## src/rtl/mini_cpu_pkg.sv

```systemverilog
// Shared definitions for the mini-CPU program sequencer: opcodes, instruction
// field positions, sequencer state encoding and a datapath-opcode classifier.
package mini_cpu_pkg;

   localparam int PC_W = 4;

   localparam int OP_MSB   = 11;
   localparam int OP_LSB   = 8;
   localparam int ADDR_MSB = 7;
   localparam int ADDR_LSB = 4;
   localparam int DATA_MSB = 3;
   localparam int DATA_LSB = 0;

   localparam logic [3:0] OP_ADD   = 4'h0;
   localparam logic [3:0] OP_SUB   = 4'h1;
   localparam logic [3:0] OP_STORE = 4'h2;
   localparam logic [3:0] OP_LOAD  = 4'h3;
   localparam logic [3:0] OP_AND   = 4'h5;
   localparam logic [3:0] OP_OR    = 4'h6;
   localparam logic [3:0] OP_XOR   = 4'h7;
   localparam logic [3:0] OP_NOT   = 4'h8;
   localparam logic [3:0] OP_SHL   = 4'h9;
   localparam logic [3:0] OP_SHR   = 4'hA;
   localparam logic [3:0] OP_JMP   = 4'hC;
   localparam logic [3:0] OP_JZ    = 4'hD;
   localparam logic [3:0] OP_HALT  = 4'hF;

   localparam logic [3:0] DP_IDLE  = 4'hF;

   typedef enum logic [2:0] {
      ST_IDLE,
      ST_FETCH,
      ST_DECODE,
      ST_EXEC,
      ST_HALTED,
      ST_PAUSE
   } seq_state_e;

   // Opcodes that go out to the datapath; everything else resolves locally.
   function automatic logic is_dp_op(input logic [3:0] op);
      case (op)
         OP_ADD, OP_SUB, OP_STORE, OP_LOAD, OP_AND,
         OP_OR, OP_XOR, OP_NOT, OP_SHL, OP_SHR: return 1'b1;
         default:                              return 1'b0;
      endcase
   endfunction

endpackage

```

## src/rtl/mini_cpu_prog_mem.sv

```systemverilog
// Instruction store: synchronous write port for the host, registered read
// port for the sequencer fetch. Contents are never cleared by reset.
module mini_cpu_prog_mem #(
   parameter int DEPTH = 16,
   parameter int WIDTH = 12,
   parameter int AW    = 4
) (
   input  logic             clk_i,
   input  logic             we_i,
   input  logic [AW-1:0]    waddr_i,
   input  logic [WIDTH-1:0] wdata_i,
   input  logic             re_i,
   input  logic [AW-1:0]    raddr_i,
   output logic [WIDTH-1:0] rdata_o
);

   logic [WIDTH-1:0] mem_q [DEPTH];
   logic [WIDTH-1:0] rdata_q;

   always_ff @(posedge clk_i) begin
      if (we_i) begin
         mem_q[waddr_i] <= wdata_i;
      end
      if (re_i) begin
         rdata_q <= mem_q[raddr_i];
      end
   end

   assign rdata_o = rdata_q;

endmodule

```

## src/rtl/mini_cpu_sequencer.sv

```systemverilog
// Program sequencer for the 4-bit mini-CPU: fetch/decode, local control flow,
// timed datapath drive. Optional single-step mode under SEQ_SINGLE_STEP_EN.
//
// state     | meaning
// IDLE      | waiting for start after reset
// FETCH     | registered read of mem[pc]
// DECODE    | resolve JMP/JZ/NOP/HALT locally or load datapath regs
// EXEC      | hold datapath instruction for HOLD_CYCLES cycles
// HALTED    | stopped by HALT or halt request; start restarts at pc 0
// PAUSE     | single-step wait between instructions (step mode only)
module mini_cpu_sequencer
   import mini_cpu_pkg::*;
#(
   parameter int HOLD_CYCLES = 3,
   parameter int PROG_DEPTH  = 16,
   parameter int INSTR_W     = 12
) (
   input  logic               clk_i,
   input  logic               rst_i,
   input  logic               prog_we_i,
   input  logic [PC_W-1:0]    prog_addr_i,
   input  logic [INSTR_W-1:0] prog_wdata_i,
   input  logic               start_i,
   input  logic               halt_req_i,
   input  logic [3:0]         acc_in_i,
`ifdef SEQ_SINGLE_STEP_EN
   input  logic               step_mode_i,
   input  logic               step_i,
`endif
   output logic [3:0]         dp_opcode_o,
   output logic [3:0]         dp_addr_o,
   output logic [3:0]         dp_data_o,
   output logic               dp_we_o,
   output logic [PC_W-1:0]    pc_o,
   output logic               busy_o,
   output logic               halted_o
);

   localparam int CNT_W = $clog2(HOLD_CYCLES);

   seq_state_e          state_q, state_d;
   logic [PC_W-1:0]     pc_q, pc_d;
   logic [CNT_W-1:0]    cnt_q, cnt_d;
   logic                halt_q, halt_d;
   logic [3:0]          dp_opcode_q, dp_opcode_d;
   logic [3:0]          dp_addr_q, dp_addr_d;
   logic [3:0]          dp_data_q, dp_data_d;
   logic                dp_we_q, dp_we_d;

   logic [INSTR_W-1:0]  instr;
   logic [3:0]          op, fld_addr, fld_data;
   logic                step_mode_w, step_w;
   logic                busy, mem_we;
   seq_state_e          boundary_state;

`ifdef SEQ_SINGLE_STEP_EN
   assign step_mode_w = step_mode_i;
   assign step_w      = step_i;
`else
   assign step_mode_w = 1'b0;
   assign step_w      = 1'b0;
`endif

   assign mem_we = prog_we_i & ~busy;

   mini_cpu_prog_mem #(
      .DEPTH (PROG_DEPTH),
      .WIDTH (INSTR_W),
      .AW    (PC_W)
   ) u_prog_mem (
      .clk_i   (clk_i),
      .we_i    (mem_we),
      .waddr_i (prog_addr_i),
      .wdata_i (prog_wdata_i),
      .re_i    (state_q == ST_FETCH),
      .raddr_i (pc_q),
      .rdata_o (instr)
   );

   assign op       = instr[OP_MSB:OP_LSB];
   assign fld_addr = instr[ADDR_MSB:ADDR_LSB];
   assign fld_data = instr[DATA_MSB:DATA_LSB];

   always_ff @(posedge clk_i) begin
      if (rst_i) begin
         state_q     <= ST_IDLE;
         pc_q        <= '0;
         cnt_q       <= '0;
         halt_q      <= 1'b0;
         dp_opcode_q <= DP_IDLE;
         dp_addr_q   <= '0;
         dp_data_q   <= '0;
         dp_we_q     <= 1'b0;
      end else begin
         state_q     <= state_d;
         pc_q        <= pc_d;
         cnt_q       <= cnt_d;
         halt_q      <= halt_d;
         dp_opcode_q <= dp_opcode_d;
         dp_addr_q   <= dp_addr_d;
         dp_data_q   <= dp_data_d;
         dp_we_q     <= dp_we_d;
      end
   end

   // A pending halt wins over a single-step pause at an instruction boundary.
   always_comb begin
      if (halt_q || halt_req_i) begin
         boundary_state = ST_HALTED;
      end else if (step_mode_w) begin
         boundary_state = ST_PAUSE;
      end else begin
         boundary_state = ST_FETCH;
      end
   end

   always_comb begin
      state_d     = state_q;
      pc_d        = pc_q;
      cnt_d       = cnt_q;
      halt_d      = halt_q;
      dp_opcode_d = dp_opcode_q;
      dp_addr_d   = dp_addr_q;
      dp_data_d   = dp_data_q;
      dp_we_d     = dp_we_q;
      case (state_q)
         ST_IDLE, ST_PAUSE: begin
            if (start_i && !halt_req_i) begin
               pc_d    = '0;
               halt_d  = 1'b0;
               state_d = ST_FETCH;
            end else if (state_q == ST_PAUSE && step_w && !halt_req_i) begin
               state_d = ST_FETCH;
            end
         end
         ST_FETCH: begin
            if (halt_req_i) halt_d = 1'b1;
            state_d = ST_DECODE;
         end
         ST_DECODE: begin
            if (halt_req_i) halt_d = 1'b1;
            if (op == OP_HALT) begin
               state_d = ST_HALTED;
            end else if (is_dp_op(op)) begin
               dp_opcode_d = op;
               dp_addr_d   = fld_addr;
               dp_data_d   = fld_data;
               dp_we_d     = (op == OP_STORE);
               cnt_d       = CNT_W'(HOLD_CYCLES - 1);
               state_d     = ST_EXEC;
            end else begin
               if (op == OP_JMP || (op == OP_JZ && acc_in_i == 4'h0)) begin
                  pc_d = fld_addr;
               end else begin
                  pc_d = pc_q + PC_W'(1);
               end
               state_d = boundary_state;
            end
         end
         ST_EXEC: begin
            if (halt_req_i) halt_d = 1'b1;
            if (cnt_q == '0) begin
               dp_opcode_d = DP_IDLE;
               dp_we_d     = 1'b0;
               pc_d        = pc_q + PC_W'(1);
               state_d     = boundary_state;
            end else begin
               cnt_d = cnt_q - CNT_W'(1);
            end
         end
         ST_HALTED: begin
            if (start_i) begin
               pc_d    = '0;
               halt_d  = 1'b0;
               state_d = ST_FETCH;
            end
         end
         default: state_d = ST_IDLE;
      endcase
   end

   always_comb begin
      busy     = (state_q == ST_FETCH) || (state_q == ST_DECODE) || (state_q == ST_EXEC);
      halted_o = (state_q == ST_HALTED);
   end

   assign busy_o      = busy;
   assign pc_o        = pc_q;
   assign dp_opcode_o = dp_opcode_q;
   assign dp_addr_o   = dp_addr_q;
   assign dp_data_o   = dp_data_q;
   assign dp_we_o     = dp_we_q;

endmodule
```

## config.mk

```make
export PLATFORM = sky130hd
export DESIGN_NAME = mini_cpu_sequencer
export DESIGN_NICKNAME = d
export VERILOG_FILES = /design/src/rtl/mini_cpu_pkg.sv /design/src/rtl/mini_cpu_prog_mem.sv /design/src/rtl/mini_cpu_sequencer.sv
export SDC_FILE = /design/constraint.sdc
export NUM_CORES = 1
export LEC_CHECK = 0
export BUFFER_PORTS_ARGS = -buffer_cell sky130_fd_sc_hd__buf_2
export CAP_MARGIN = 5
export CORE_MARGIN = 1.5
export CORE_UTILIZATION = 45
export CTS_CLUSTER_SIZE = 10
export DETAILED_ROUTE_END_ITERATION = 12
export PLACE_DENSITY = 0.64
export SYNTH_ARGS = -nofsm -noshare
export SYNTH_HDL_FRONTEND = slang
export SYNTH_SLANG_ARGS = --single-unit
```

## constraint.sdc

```tcl
create_clock -name clk_i -period 3.15 [get_ports clk_i]
set_clock_uncertainty 0.05 [all_clocks]
set_input_delay 0.1575 -clock clk_i [delete_from_list [all_inputs] [get_ports clk_i]]
set_output_delay 0.1575 -clock clk_i [all_outputs]
set_load 0.01 [all_outputs]
```

== Word level (Yosys, flattened, before mapping) ==
Memories as Yosys holds them, arrays and structs flattened. A register that Yosys moved wholly into a read port is not among the register bits.
Cells that the tools add are included.
Cells by class
  add/sub/neg operators: 2
  equal/unequal tests: 17
  muxes and demuxes: 34
  bitwise logic cells: 3
  reduce and logical (&&, ||, !) cells: 21
Operators with widths (number)
  two-way mux 4 bit: 9
  two-way mux 3 bit: 6
  case mux 4 bit (4 select lines): 1
  case mux 3 bit (5 select lines): 1
  != test 2 bit (second input constant): 7
  equality test 4 bit (second input constant): 3
  AND reduction 4 bit: 3
  two-way mux 1 bit: 10
  case mux 4 bit (2 select lines): 1
  equality test 3 x 2 -> 1 bit (second input constant): 2
  equality test 3 bit (second input constant): 2
  two-way mux 2 bit: 3
  AND reduction 3 bit: 2
  AND reduction 6 bit: 1
  adder 4 x 1 -> 4 bit (second input constant): 1
  equality test 4 x 2 -> 1 bit (second input constant): 1
  logical NOT 4 bit: 1
  logical OR 1 bit: 4
  case mux 2 bit (2 select lines): 1
  nonzero test 4 bit: 1
  equality test 3 x 1 -> 1 bit (second input constant): 1
  logical NOT 3 bit: 1
  case mux 1 bit (3 select lines): 1
  nonzero test 3 bit: 1
  11 further kinds: 13
Word-level totals
  register bits after elaboration: 23
  memory bits (writable): 192
  bits in read-only memories: 16
  input port bits: 25
  output and inout bits: 19
  word-level logic and storage cells: 87
  memories kept: 2
Memory list
  u_prog_mem.mem_q: words 16, width 12, read ports 1, clocked after Yosys merged registers in 1, wr ports 1, line mini_cpu_prog_mem.sv:17  | logic [WIDTH-1:0] mem_q [DEPTH];
  (name not given): words 16, width 1, read ports 1, clocked after Yosys merged registers in 0, wr ports 0, line mini_cpu_pkg.sv:41  | case (op)

== Logic depth before layout (Yosys ltp) ==
Gate-level depths: netlist (run 1).
  depth after elaboration: 7
  mapped depth: 6
  mapped depth without buffers: 6

== By module ==
From an unflattened synthesis (run 1), not the netlist that was laid out.
Unflattened totals
  cell total of the unflattened synthesis: 482
  area, all modules: 9052.4 um^2
By module, submodules not included
  mini_cpu_prog_mem: times used 1, cells an instance 329, area an instance 7719.9 um^2, sequential area each 6125.9 um^2
  mini_cpu_sequencer: times used 1, cells an instance 153, area an instance 1332.5 um^2, sequential area each 460.4 um^2

== Worst setup path before layout (run 1) ==
OpenSTA, ideal clock, no wires.
  path type: register -> register
  start: reg state_q[1]
  end: mem u_prog_mem.mem_q[0][0] (enable)
  library setup time: 396 ps
  data arrival time: 2167 ps
  required time: 2704 ps
  setup slack: 537 ps
  cell stages (with the launch flop): 6
  path buffers: 1
  clock period less this slack: 2613 ps
  path through: dfxtp_1 buf_2 nor2_1 o21a_1 or3b_2 nor3_1
On the way
  cells in the longest elaborated chain, start to end: 7
  elaborated cells between the ends (all ways): 9
  those cells by class: eq/ne (3); mux (2); bitwise (2); reduce/logical (2)
RTL lines
  start, declared: line mini_cpu_sequencer.sv:41  | seq_state_e state_q, state_d;
  start signal, assigned: line mini_cpu_sequencer.sv:95  | state_q <= state_d;
  equality test 3 x 1 -> 1 bit / equality test 3 x 2 -> 1 bit (equally long branches): line mini_cpu_sequencer.sv:183  | busy = (state_q == ST_FETCH) || (state_q == ST_DECODE) || (state_q == ST_EXEC);
  logical OR 1 bit: line mini_cpu_sequencer.sv:183
  logical OR 1 bit *: line mini_cpu_sequencer.sv:183
  inverter 1 bit *: line mini_cpu_sequencer.sv:64  | assign mem_we = prog_we_i & ~busy;
  bitwise AND 1 bit *: line mini_cpu_sequencer.sv:64
  two-way mux 1 bit *: line mini_cpu_prog_mem.sv:21  | if (we_i) begin
  two-way mux 1 bit (implied by the code) *: line mini_cpu_prog_mem.sv:22  | mem_q[waddr_i] <= wdata_i;
  end, declared: line mini_cpu_prog_mem.sv:17
Every way passes the cells marked *; elsewhere a longest branch is shown, timed or not.

== Final worst setup path (run 1) ==
  start: reg state_q[1]
  end: mem u_prog_mem.mem_q[4][3] (enable)
The elaborated chain is that of the path after synthesis.

==> results.tsv, run 1 <==
metric	value	unit
cell taking the most area after synthesis	edfxtp_1	
top post-synthesis cells by count	edfxtp_1 (204), mux4_2 (39), nor2_1 (37), dfxtp_1 (23), mux4_1 (21)	
Crit. End Element	flip-flop	
CP Cell Sequence	nor2_1, o21a_1, nand3b_1, nor3_2, buf_4	
CTS max path bufs	3	
Finished Layout Cells	828	
Worst slew margin	41.90	%
FF+latch count, synth	227	
Post-Synthesis Cells	462	
I/O Buffers	43	
FMAX	0.4280	GHz
Primary FF master, synth	edfxtp_1	
full die area	21240	µm²
peak supply drop	435.9	µV
Initial Util	45.60	%
CTS sink cnt	227	
final core utilization	53.06	%
Hold Fails Final Rpt	0	
CP Launch Point	state_q[1]	
WL met2	9.174	mm
DP HPWL	12.06	mm
DR vias	4726	
first-pass GRT wire length	28.94	mm
Synth Area per Inst	19.84	µm²
Final setup viols	0	
Post-Place Cells	774	
worst-margin pin slew	871.5	ps
Post-synth EDFFs	204	
RR Startpoint	state_q[1]	
largest net degree at the start of global routing	54	
CP Max Fanout	12	
Chip Height	145.7	µm
fillers	1591	
ANT nets after route	0	
critical path type	reg -> reg	
WP buf/inv	1	
clock buffer count from CTS	27	
root buffer cell	clkbuf_16	
Layout Area Growth over Synthesis	16.36	%
GRT Total Usage	18.32	%
FF+latch area	6589	µm²
CP max stage cell	nor3_2	
hold_sp	halt_req_i	
Ys Warns	0	
routed length on met1	8.419	mm
DR WL/cell	23.08	µm
Hold Crit Class	in -> reg	
ANT cells	0	
status	complete, no violations	
Post-Syn Area	9168	µm²
RSZ-0062 raised after global routing	no	
post-CTS setup buffers	0	
antenna violations before repair	0	
crit path time final	2336	ps
DR WL met3	1.057	mm
hold path depth	5	
setup tns final	0	ps
Crit path required time	3320	ps
Max Cap Violations	0	
width of the die	145.7	µm
count leader, synth	edfxtp_1	
PwrDens	685.3	nW/µm²
vias in the first global route	4845	
Synth Net Count	489	
Final #Nets	574	
hold slack	53.53	ps
htree depth	1	
RePlAce Congestion	0.8381	
asr flop ratio synth	0	%
area of the multi-input gates	2387	µm²
WP depth	5	
Worst Path Arrival	2510	ps
grt total ovfl	0	
Synth area leaders	edfxtp_1 (67%), mux4_2 (9.6%), mux4_1 (6.0%)	
post-synth cell types	57	
Post-route DRC	0	
Top Ports	44	
CTS Hold Buffers Added	14	
Leakage	3.504	nW
Tcrit/Tclk final	74.17	%
vias per inst	5.708	
TritonCTS clock tree	yes	
Final Routed Wirelength	19.11	mm
max incr delay on CP	520	ps
R2R depth	5	
sequential area share after synthesis	71.84	%
share of the synthesized area in the top cell type	66.82	%
CP delay by family, top	simple AND/OR/NAND/NOR gates	
share of layout cells above drive strength 1	26.70	%
CP startpoint kind	flip-flop	
Core ar.	20100	µm²
drt initial violations	375	
Initial DRT Pass Iterations	4	
uppermost layer routed	met4	
row cnt	52	
Pins Over Slew Limit	0	
post_cts resized	0	
Power, Total	7.311	mW
clk_lat worst skew	530	ps
Worst-path clk slew	60	ps
==> layer usage <==
layer	up-vias	GRT usage, %
li1	2091	-
met1	2454	25.95
met2	146	29.21
met3	35	3.292
met4	0	5.663
met5	-	0
==> flip-flops by register name (all words and copies together), names as in the netlist <==
signal	count
u_prog_mem.rdata_o	12
dp_data_o	4
dp_opcode_o	4
state_q	3
halt_q	1
dp_addr_o	4
pc_o	4
u_prog_mem.mem_q	192
dp_we_o	1
cnt_q	2
==> worst register-to-register path, cell delays in order (launching register included) <==
cell,delay (ps)
dfxtp_1,420
nor2_1,250
o21a_1,280
nand3b_1,200
nor3_2,520
buf_4,310
==> where the power goes <==
part | total (mW) | switching [mW] | internal [mW]
logic | 1.03 | 0.564 | 0.464
registers | 3.58 | 0.120 | 3.46
clock network | 2.71 | 1.12 | 1.59
total | 7.31 | 1.80 | 5.51
==> cell families (layout without fill, tap and decap cells) <==
kind of cell             after synthesis  after routing  share of synthesized area [%]
AO/OA/AOI/OAI                         35             35                          3.208
adder cells (fa/ha/maj)                2              2                         0.2729
buffers and inverters                 34            130                          2.334
flip-flops                           227            227                          71.84
multiplexers                          75             75                          17.24
AND/OR/NAND/NOR                       89             89                          5.104
==> worst paths after layout <==
kind	to	slack (ps)
worst min register to register	cnt_q[0]	400
worst min-delay path	halt_q	50
worst max register to register	u_prog_mem.mem_q[4][3]	810
worst max-delay path	u_prog_mem.mem_q[4][3]	810
==> placed cells by master, fill, tap and decap left out, drive strengths merged, types with 2 or more instances in the layout <==
master / count
dlygate4sd3: 14
dfxtp: 23
nor2: 37
inv: 10
nand2b: 4
o41ai: 2
nand3: 2
a2111oi: 2
a21oi: 4
o211ai: 2
nor3b: 3
nor3: 10
clkbuf: 38
nand2: 10
mux2i: 15
o21ai: 5
nor4bb: 2
nand3b: 3
a31oi: 3
a211oi: 2
and2: 4
buf: 68
nor2b: 2
nand4: 4
and3: 2
ha: 2
edfxtp: 204
o32ai: 2
mux4: 60
==> layout make-up <==
| class | count | share of cell area (%) |
|---|---|---|
| Clock buffer | 38 | 6.814 |
| Inverter | 8 | 0.2815 |
| Tap cell | 270 | 3.167 |
| Multi-Input combinational cell | 201 | 22.38 |
| Clock inverter | 2 | 0.2698 |
| Sequential cell | 227 | 61.76 |
| Timing Repair Buffer | 82 | 5.325 |
==> stage by stage <==
stage	setup WS [ps]	cell area, µm²
floorplan	536.7	9168
global placement	919.8	9772
detailed placement	839.5	9772
CTS	831.3	10670
global route	681.5	10670
finish	813.8	10670
Power figures use the tool's default switching activity.
==> run 2, diff against run 1 <==
ABC_AREA = 1   (was not set)
PLACE_DENSITY = 0.65   (was 0.64)
clock period = 2.44 ns   (was 3.15 ns; I/O delays follow)
==> run 2 against run 1 <==
Design area down 1.2%. Fmax up 5.4%. Area after synthesis down 0.42%. Clock power up 23%. Worst setup slack worse by 590 ps. Global-route usage up 2.4 points. Final cell count up 33%. Die area down 0.41%. First-iteration DRC count up 36%. Combinational power up 110%. Critical path depth up 4. Sequential power up 32%. Largest power group unchanged.
==> results.tsv, run 2 <==
metric	value	unit
combinational share of power	21.2	%
clock power share	32.6	%
width of the die	145.4	µm
Initial Util	46.45	%
first-pass GRT wire length	33.03	mm
RSZ-0062 raised after global routing	no	
most frequent cells in the layout	edfxtp_1 (204), nand2_1 (138), nor2_1 (114), o21ai_0 (67), nand3_1 (51)	
peak supply drop	619.6	µV
DR vias	6056	
Post-route DRC	0	
Leakage	3.819	nW
largest net degree at the start of global routing	74	
clk_lat worst skew	530	ps
hold slack	4.326	ps
post-CTS setup buffers	0	
root buffer cell	clkbuf_16	
Synth area leaders	edfxtp_1 (67%), nand2_1 (5.7%), dfxtp_1 (5.0%)	
Top Ports	44	
clock buffer count from CTS	26	
most common cell after layout, fill and taps aside	edfxtp_1	
DR WL/cell	20.02	µm
Ys Warns	0	
Post-Syn Area	9129	µm²
Largest register FFs	192	
status	complete, no violations	
Worst slew margin	57.80	%
Non-Filler Cell Area, Final	10540	µm²
Final #Nets	853	
top post-synthesis cells by count	edfxtp_1 (204), nand2_1 (138), nor2_1 (114), o21ai_0 (67), nand3_1 (51)	
CP Cell Sequence	inv_2, nand2_1, nor2_1, nor2_1, inv_2, nor2_2, nand3_1, nor2_1, buf_4	
antenna violations before repair	0	
crit path time final	2217	ps
CTS sink cnt	227	
asr flop ratio synth	0	%
sequential area share after synthesis	72.15	%
Primary FF master, synth	edfxtp_1	
Worst-path clk slew	60	ps
FMAX	0.4510	GHz
CP delay by family, top	simple AND/OR/NAND/NOR gates	
CP max stage cell	dfxtp_1	
Initial DRT Pass Iterations	7	
htree depth	1	
final core utilization	53.62	%
Switching Share	29.74	%
cell taking the most area after synthesis	edfxtp_1	
grt total ovfl	0	
Top cell by count, worst path	nor2_1	
Tcrit/Tclk final	90.86	%
TritonCTS clock tree	yes	
FF+latch count, synth	227	
max incr delay on CP	490	ps
dpl cell area	9758	µm²
Crit path required time	2610	ps
ANT nets after route	0	
DP HPWL	13.94	mm
Pins Over Slew Limit	0	
Final setup viols	0	
critical path type	reg -> reg	
sequential power share	46.3	%
Post-synth EDFFs	204	
WP buf/inv	3	
vias in the first global route	5683	
Crit. End Element	flip-flop	
Max Cap Violations	0	
internal power	7.176	mW
drt initial violations	511	
I/O Buffers	43	
Chip Height	145.4	µm
GRT Total Usage	20.75	%
share of the synthesized area in the top cell type	67.11	%
worst-margin pin slew	632.4	ps
CTS max path bufs	3	
PwrDens	969.3	nW/µm²
CP Max Fanout	12	
vias per inst	5.510	
Post-Synthesis Cells	756	
most flop-heavy register	u_prog_mem.mem_q	
Hold Crit Class	in -> reg	
Finished Layout Cells	1099	
RePlAce Congestion	0.8778	
ANT cells	0	
Hold Fails Final Rpt	0	
Worst Path Arrival	2390	ps
row cnt	51	
count leader, synth	edfxtp_1	
Layout Area Growth over Synthesis	15.45	%
share of layout cells above drive strength 1	14.51	%
worst reg-to-reg setup slack	220	ps
CP startpoint kind	flip-flop	
full die area	21150	µm²
Synth Area per Inst	12.08	µm²
post-synth cell types	29	
Core ar.	19650	µm²
post_cts resized	0	
Final Routed Wirelength	22.00	mm
Switching Power	3.038	mW
Synth Net Count	783	
setup tns final	0	ps
Post-Place Cells	1056	
-- run 2: worst reg2reg max path: cells and delay by family (launching register included) --
| family | cells | cell delay, ps |
|---|---|---|
| buf+inv | 3 | 360 |
| flops | 1 | 490 |
| simple gates | 6 | 1020 |
-- run 2: path summary, 6_finish.rpt --
kind                   start  depth (start not counted)                endpoint
max               state_q[2]                          9  u_prog_mem.mem_q[5][2]
min          prog_wdata_i[0]                          1  u_prog_mem.mem_q[7][0]
max reg2reg       state_q[2]                          9  u_prog_mem.mem_q[5][2]
min reg2reg   dp_opcode_o[0]                          2          dp_opcode_o[0]
-- run 2: kinds of logic (layout without fill, tap and decap cells) --
| logic type | after synthesis | count (layout) | synth area share [%] |
|---|---|---|---|
| buffers and inverters | 65 | 143 | 2.878 |
| XOR/XNOR | 1 | 1 | 0.09596 |
| adder cells (fa/ha/maj) | 2 | 2 | 0.2741 |
| AO/OA/AOI/OAI | 141 | 141 | 9.841 |
| flip-flops | 227 | 227 | 72.15 |
| AND/OR/NAND/NOR | 320 | 320 | 14.76 |
-- run 2: area by class of cell --
cell class	count	area [µm²]
clock inverters	1	16.27
flip-flops and latches	227	6588
repair buffers	78	520.5
well taps	265	331.6
multi-input cells	464	2280
clock buffers	35	694.4
inverters	29	108.9
fillers	1691	9115
-- run 2: metal layers --
| layer | global-route usage, % | part of all wire, % | up-vias |
|---|---|---|---|
| met5 | 0 | 0 | - |
| met4 | 7.041 | 3.3 | 0 |
| met3 | 3.448 | 7.3 | 52 |
| met2 | 32.74 | 46 | 237 |
| met1 | 29.37 | 43 | 2904 |
| li1 | - | - | 2863 |
-- run 2: power by group through the flow --
stage	Sequential (mW)	Clock [mW]	Combinational [mW]
after floorplan	4.79	0	1.39
after global placement	4.79	0	2.13
after detailed placement	4.80	0	2.14
after CTS	4.72	3.38	2.16
after global routing	4.75	3.53	2.40
final	4.72	3.33	2.16
-- run 2: through the flow --
stage                     total power [mW]  worst slack [ps]
final                                10.21             222.9
after global routing                 10.68             58.52
after CTS                            10.25             272.6
after detailed placement             6.940             300.9
after global placement               6.920             324.1
after floorplan                      6.172             193.2
-- run 2: timing repair --
item                                    CTS  global route
hold buffers                              6             1
endpoints found under the hold margin    43             1
endpoints found under the setup margin    0             0
